===== config.mk =====
export PLATFORM = sky130hd
export DESIGN_NAME = hazard_ctl
export DESIGN_NICKNAME = d
export VERILOG_FILES = /design/src/rtl/hazard_ctl.sv
export SDC_FILE = /design/constraint.sdc
export NUM_CORES = 1
export LEC_CHECK = 0
export ABC_AREA = 1
export ABC_CLOCK_PERIOD_IN_PS = 1400
export BUFFER_PORTS_ARGS = -buffer_cell sky130_fd_sc_hd__buf_2
export CAP_MARGIN = 20
export CORE_MARGIN = 5
export CORE_UTILIZATION = 41
export CTS_BUF_LIST = sky130_fd_sc_hd__clkbuf_16
export DETAILED_ROUTE_END_ITERATION = 7
export PLACE_DENSITY = 0.76
export SLEW_MARGIN = 0
export SYNTH_ARGS = -nofsm -noshare
export SYNTH_HDL_FRONTEND = slang
export SYNTH_SLANG_ARGS = --single-unit

===== constraint.sdc =====
create_clock -name clk -period 1.4 [get_ports clk]
set_input_delay 0 -clock clk [delete_from_list [all_inputs] [get_ports clk]]
set_output_delay 0 -clock clk [all_outputs]
set_load 0.03 [all_outputs]

===== src/rtl/hazard_ctl.sv =====
`default_nettype none
// ============================================================================
//  Module   : hazard_ctl
//  Purpose  : Pipeline interlock controller for the mips789 core. Detects
//             load-use hazards and mfhi/mflo reads while the mul/div unit is
//             busy, holds PC/IF-ID/forwarding rn registers (pause) and
//             injects bubbles into ID/EX (id_bubble). A three-state FSM
//             sequences mul/div waits with a timeout abort.
//  Ports    : clk, rst (async, active-high)
//             id_rs, id_rt, id_uses_rs, id_uses_rt, id_md_rd : ID-stage info
//             ex_is_load, ex_we, ex_wr_rn                      : EX-stage info
//             md_busy, flush                                   : control in
//             pause, id_bubble   : Mealy interlock outputs
//             state_o            : current FSM state
//             md_err             : sticky mul/div timeout flag
//             stall_cnt          : stall cycle counter (CNT_W bits)
//  Options  : HAZ_PERF_CNT_EN - when defined, stall_cnt counts pause cycles
//             and saturates; otherwise it is tied to zero.
//  Revision : 1.0 - initial release
// ============================================================================
module hazard_ctl #(
  parameter int MD_TIMEOUT = 64,
  parameter int CNT_W      = 16
) (
  input  logic             clk,
  input  logic             rst,
  input  logic [4:0]       id_rs,
  input  logic [4:0]       id_rt,
  input  logic             id_uses_rs,
  input  logic             id_uses_rt,
  input  logic             id_md_rd,
  input  logic             ex_is_load,
  input  logic             ex_we,
  input  logic [4:0]       ex_wr_rn,
  input  logic             md_busy,
  input  logic             flush,
  output logic             pause,
  output logic             id_bubble,
  output logic [1:0]       state_o,
  output logic             md_err,
  output logic [CNT_W-1:0] stall_cnt
);

  localparam int TW = (MD_TIMEOUT > 1) ? $clog2(MD_TIMEOUT) : 1;
  localparam logic [TW-1:0] C_TO_LAST = TW'(MD_TIMEOUT - 1);

  typedef enum logic [1:0] {
    S_RUN     = 2'd0,
    S_MD_WAIT = 2'd1,
    S_MD_RES  = 2'd2
  } state_t;

  state_t          state_q, state_d;
  logic [TW-1:0]   to_cnt_q, to_cnt_d;
  logic            md_err_q;
  logic            w_set_err;
  logic            w_ld_haz;
  logic            w_md_haz;

  // r0 is hardwired zero, so a load targeting it never creates a dependency.
  assign w_ld_haz = ex_is_load && ex_we && (ex_wr_rn != 5'd0) &&
                    ((id_uses_rs && (id_rs == ex_wr_rn)) ||
                     (id_uses_rt && (id_rt == ex_wr_rn)));
  assign w_md_haz = id_md_rd && md_busy;

  always_ff @(posedge clk or posedge rst) begin
    if (rst) begin
      state_q  <= S_RUN;
      to_cnt_q <= '0;
      md_err_q <= 1'b0;
    end else begin
      state_q  <= state_d;
      to_cnt_q <= to_cnt_d;
      if (w_set_err) begin
        md_err_q <= 1'b1;
      end
    end
  end

  // Priority everywhere: flush, then mul/div sequencing, then load-use.
  always_comb begin
    state_d   = state_q;
    to_cnt_d  = to_cnt_q;
    w_set_err = 1'b0;
    pause     = 1'b0;
    id_bubble = 1'b0;
    case (state_q)
      S_RUN: begin
        if (flush) begin
          id_bubble = 1'b1;
        end else if (w_md_haz) begin
          pause     = 1'b1;
          id_bubble = 1'b1;
          state_d   = S_MD_WAIT;
          to_cnt_d  = '0;
        end else if (w_ld_haz) begin
          // One bubble suffices: next cycle EX holds it and MEM forwards.
          pause     = 1'b1;
          id_bubble = 1'b1;
        end
      end
      S_MD_WAIT: begin
        to_cnt_d = to_cnt_q + TW'(1);
        if (flush) begin
          id_bubble = 1'b1;
          state_d   = S_RUN;
        end else begin
          pause     = 1'b1;
          id_bubble = 1'b1;
          if (!md_busy) begin
            state_d = S_MD_RES;
          end else if (to_cnt_q == C_TO_LAST) begin
            w_set_err = 1'b1;
            state_d   = S_RUN;
          end
        end
      end
      S_MD_RES: begin
        // Extra cycle lets the hi/lo write land before mfhi/mflo issues.
        state_d = S_RUN;
        if (flush) begin
          id_bubble = 1'b1;
        end else begin
          pause     = 1'b1;
          id_bubble = 1'b1;
        end
      end
      default: begin
        state_d = S_RUN;
      end
    endcase
    if (rst) begin
      pause     = 1'b0;
      id_bubble = 1'b0;
    end
  end

  assign state_o = state_q;
  assign md_err  = md_err_q;

`ifdef HAZ_PERF_CNT_EN
  logic [CNT_W-1:0] stall_cnt_q;

  always_ff @(posedge clk or posedge rst) begin
    if (rst) begin
      stall_cnt_q <= '0;
    end else if (pause && (stall_cnt_q != {CNT_W{1'b1}})) begin
      stall_cnt_q <= stall_cnt_q + CNT_W'(1);
    end
  end

  assign stall_cnt = stall_cnt_q;
`else
  assign stall_cnt = '0;
`endif

endmodule
`default_nettype wire

# Yosys cells after proc, flatten, opt, wreduce, memory -nomap -nowiden
# Index checks and enable logic that the tools add are counted.
# totals
input_bits	24
out_inout_bits	21
wordCells	47
regBits	9
# op_classes
mux	22
n_reduce_logical	13
eq_ne	8
add_sub_neg	1
# ops
operator	count
6-bit 2-to-1 mux	2
6-bit one-hot mux with 2 select lines	1
1-bit 2-to-1 mux	11
5-bit == test	2
2-bit 2-to-1 mux	5
6-bit by 1-bit adder with 6-bit output (second input constant)	1
6-bit == test (second input constant)	1
1-bit logical AND	6
3-bit AND reduction	2
5-bit nonzero test	1
2-bit inequality test (second input constant)	2
4-bit inequality test (second input constant)	1
1-bit one-hot mux with 2 select lines	2
2-bit one-hot mux with 2 select lines	1
2-bit by 1-bit == test with 1-bit output (second input constant)	1
2-bit == test (second input constant)	1
2-bit logical NOT	1
2-bit nonzero test	1
2-bit OR reduction	1
1-bit logical OR	1

# Longest topological paths before layout
# depth
ltp_word	9
ltp_mapped	10

# Worst setup path before layout
# No wires, ideal clock.
# synth_timing
kind	reg2reg
from	register state_q[0], in the netlist state_o[0]
to	register to_cnt_q[3]
path_stages_with_launch	8
arrival_ns	1.486
synth_period_minus_slack_ns	1.607
setup_slack_ns	-0.207
n_path_buf	0
path_cell_list	dfrtp_1 > inv_1 > ha_1 > o21ai_2 > nor2_4 > nand2_1 > xor2_1 > nor2_1
# synth_via
elab_chain_cells	3
word_cells_on_any_way	7
cone_classes	3 x eq/ne; 1 x mux; 3 x reduce/logical
# synth_rtl
item	line_no	source
from (decl)	53	state_t state_q, state_d;
from (signal assigned)	72	state_q <= state_d;
2-bit by 1-bit == test with 1-bit output or 2-bit logical NOT (tied branches)	87	case (state_q)
2-bit nonzero test (no source line) or 2-bit inequality test (tied branches)	-	
3-bit AND reduction (no source line)	-	
to (signal assigned)	73	to_cnt_q <= to_cnt_d;
to (decl)	54	logic [TW-1:0] to_cnt_q, to_cnt_d;
# Parallel ways exist; a longest one is shown, timed or not.
# A chain may end at the register's enable or synchronous reset.

# Worst setup path in the final report
# layout_timing
from	register state_q[0], in the netlist state_o[0]
to	output pause
# layout_via
elab_chain_cells	4
word_cells_on_any_way	6
cone_classes	2 x eq/ne; 2 x mux; 2 x reduce/logical
# layout_rtl
item	line_no	source
2-bit == test or 2-bit by 1-bit == test with 1-bit output (tied branches)	87	
2-bit OR reduction (no source line)	-	
1-bit one-hot mux with 2 select lines *	87	
1-bit 2-to-1 mux *	132	if (rst) begin
to (decl)	37	output logic pause,
# Every way passes the cells marked *; elsewhere a longest branch is shown, timed or not.

==> run metrics <==
clock root cell=clkbuf_16; FMAX=702.3 MHz; Final ANT Viol Nets=0; Synth top area share=around 25%; drt total wl=approximately 2200 µm; clk_lat worst skew=about 0.23 ns; clock sinks=9; post-route insts no fill=215; first-pass GRT wire length=3022 µm; Syn Inst Count=about 150; Startpoint Class=flop; simple logic cell fraction of the synthesized area=between 30% and 40%; Synth area leader=dfrtp_1; Slew Limit Fails=0; DP Wirelength=1655 µm; std cell rows=17; RSZ-0062 raised after global routing=yes; CTS H-Tree Depth=1; Final nets=between 200 and 250; width of the die=57.07 µm; Die Y=57.07 µm; sequential area share after synthesis=about 25%; core area=around 2200 µm²; final setup fails=2; Cell Area, Synth=908.4 µm²; clk_skew=0.001746 ns; GP Congestion=0.7875; Port Buffers=28; largest net degree at the start of global routing=10; diodes inserted=0; crit path DAT=1.42 ns; Num CTS Buffers=3; #FFs+latches synth=9; P per Cell Area=roughly 1800 nW/µm²; Ys Warns=0; DR WL/cell=10.14 µm; placed insts=205; antenna violations before repair=0; minimum clock period=1.424 ns; multiplexer share of the synthesized area=0%; Max Buffers Root-to-Sink=2; Hold Fails Final Rpt=0; vias in the first global route=778; Ports=45; critical path class=flop to output port; CTS tree=yes; worst vdd ir=around 1500 µV; Synth Flop Type=dfrtp_1; Vias=925; drt drc=0; 1st-iter DRT viols=11; Worst setup EP type=output port; Vias/cell=approximately 4.3; EDFF count, synth=0; Area growth syn-to-layout=40.63%; Syn Area/Cell=6.265 µm²; GRT Residual Overflow=0; Hold Crit Class=primary input to flop; top cells by count, synth=nand2_1 (47), inv_1 (22), buf_4 (16), nor2_1 (15), dfrtp_1 (9); layout cells sized above 1=33.16%; most common cell in the synthesized netlist=nand2_1; WP data required=1.40 ns; largest family of logic cells by synthesized area=simple AND/OR/NAND/NOR gates; fin crit share=101.7%; Cell variety after synth=23; Synth Area in XOR/XNOR=2.893%; top post-synthesis cells by area=dfrtp_1 (25%), nand2_1 (19%), buf_4 (13%), inv_1 (9.1%), nor2_1 (6.2%); failing checks=setup timing; Leak Pwr=0.7426 nW; Async S/R FF share, synth=100.0%; Synth Area in Compound Gates=7.989%; DIE AREA=3257 µm²; MaxCap Viol Count=0; final setup margin=-0.02399 ns; run status=complete, but fails checks; first drt pass iteration count=4; worst-path maximum fanout=4; Starting Density=roughly two fifths; Worst-path clk slew=roughly 0.04 ns; Post-Synth Adder-Cell Area=5.510%; post-layout util=58.88%; gr usage total=around 12%
==> worst max-delay path: stages, from the launching register on <==
cell and delay [ns]:
dfrtp_2 0.44, buf_4 0.15, ha_4 0.15, nor2_4 0.12, nand2_2 0.06, a21oi_2 0.12, buf_6 0.15
==> metal layers <==
metal  part of all wire (%)  routed length [µm]  vias up  track usage [%]
li1                       -                   -      484                -
met1                     42                 912      411            12.79
met2                     52                1123       30            21.04
met3                    6.6                 144        0            4.299
met4                      0                   0        0            2.649
met5                      0                   0        -                0
==> path summary, 6_finish.rpt <==
check,cells past startpoint,slack [ns],end,from
max,6,-0.02,pause,state_o[0]$_DFFE_PP0P_
min reg2reg,1,0.46,md_err$_DFFE_PP0P_,md_err$_DFFE_PP0P_
min in group asynchronous,3,0.33,to_cnt_q[2]$_DFFE_PP0P_,rst
min,2,0.04,state_o[1]$_DFFE_PP0P_,flush
max in group asynchronous,3,0.78,state_o[1]$_DFFE_PP0P_,rst
max reg2reg,9,0,to_cnt_q[5]$_DFFE_PP0P_,state_o[0]$_DFFE_PP0P_
==> cells by family after synthesis <==
family | Yosys count
AO/OA/AOI/OAI | 10
XOR/XNOR | 3
adder cells (fa/ha/maj) | 4
buffers and inverters | 44
flip-flops | 9
other | 1
AND/OR/NAND/NOR | 74
==> sequential cells by signal, indices dropped and copies added, names as in the netlist <==
name      count
md_err        1
state_o       2
to_cnt_q      6
==> layout by cell type, fill, tap and decap left out, types with 3 or more instances in the layout <==
cell / count
buf_6: 3
nor2_1: 14
buf_4: 8
ha_4: 3
inv_1: 21
conb_1: 16
dfrtp_1: 7
buf_2: 26
nand2_2: 3
nand2_1: 45
clkbuf_16: 3
inv_2: 6
nand3_1: 6
==> cell type report <==
cell class | count | area [µm²]
clock buffers | 3 | 75.07
clock inverters | 1 | 3.754
fillers | 212 | 892.1
inverters | 28 | 107.6
multi-input cells | 107 | 584.3
flip-flops and latches | 9 | 227.7
well taps | 28 | 35.03
repair buffers | 39 | 244.0
==> power by group <==
group | switching [W] | internal (W)
Clock | 0.000117 | 0.000372
Combinational | 0.000780 | 0.000599
Sequential | 0.0000835 | 0.000346
==> through the flow <==
step / cell area, µm² / power (W) / hold slack, ns / setup slack (ns) / TNS (ns)
floorplan: 979.7 / 0.001182 / -0.1722 / -0.02898 / -0.08213
global placement: 1072 / 0.001451 / -0.01094 / 0.03936 / 0
detailed placement: 1072 / 0.001482 / -0.006978 / 0.003215 / 0
CTS: 1194 / 0.002049 / 0.03320 / -0.01837 / -0.03286
global route: 1277 / 0.002460 / 0.06200 / -0.09668 / -0.4124
finish: 1277 / 0.002298 / 0.03690 / -0.02399 / -0.03192
==> repair_timing <==
action	CTS	global route
endpoints found under the hold margin	10	0
hold buffers	2	0
setup buffers	0	4
setup endpoints to repair	3	6
resized for setup	6	13
pin swaps	1	6
No activity file was read; power rests on OpenSTA's default activity.
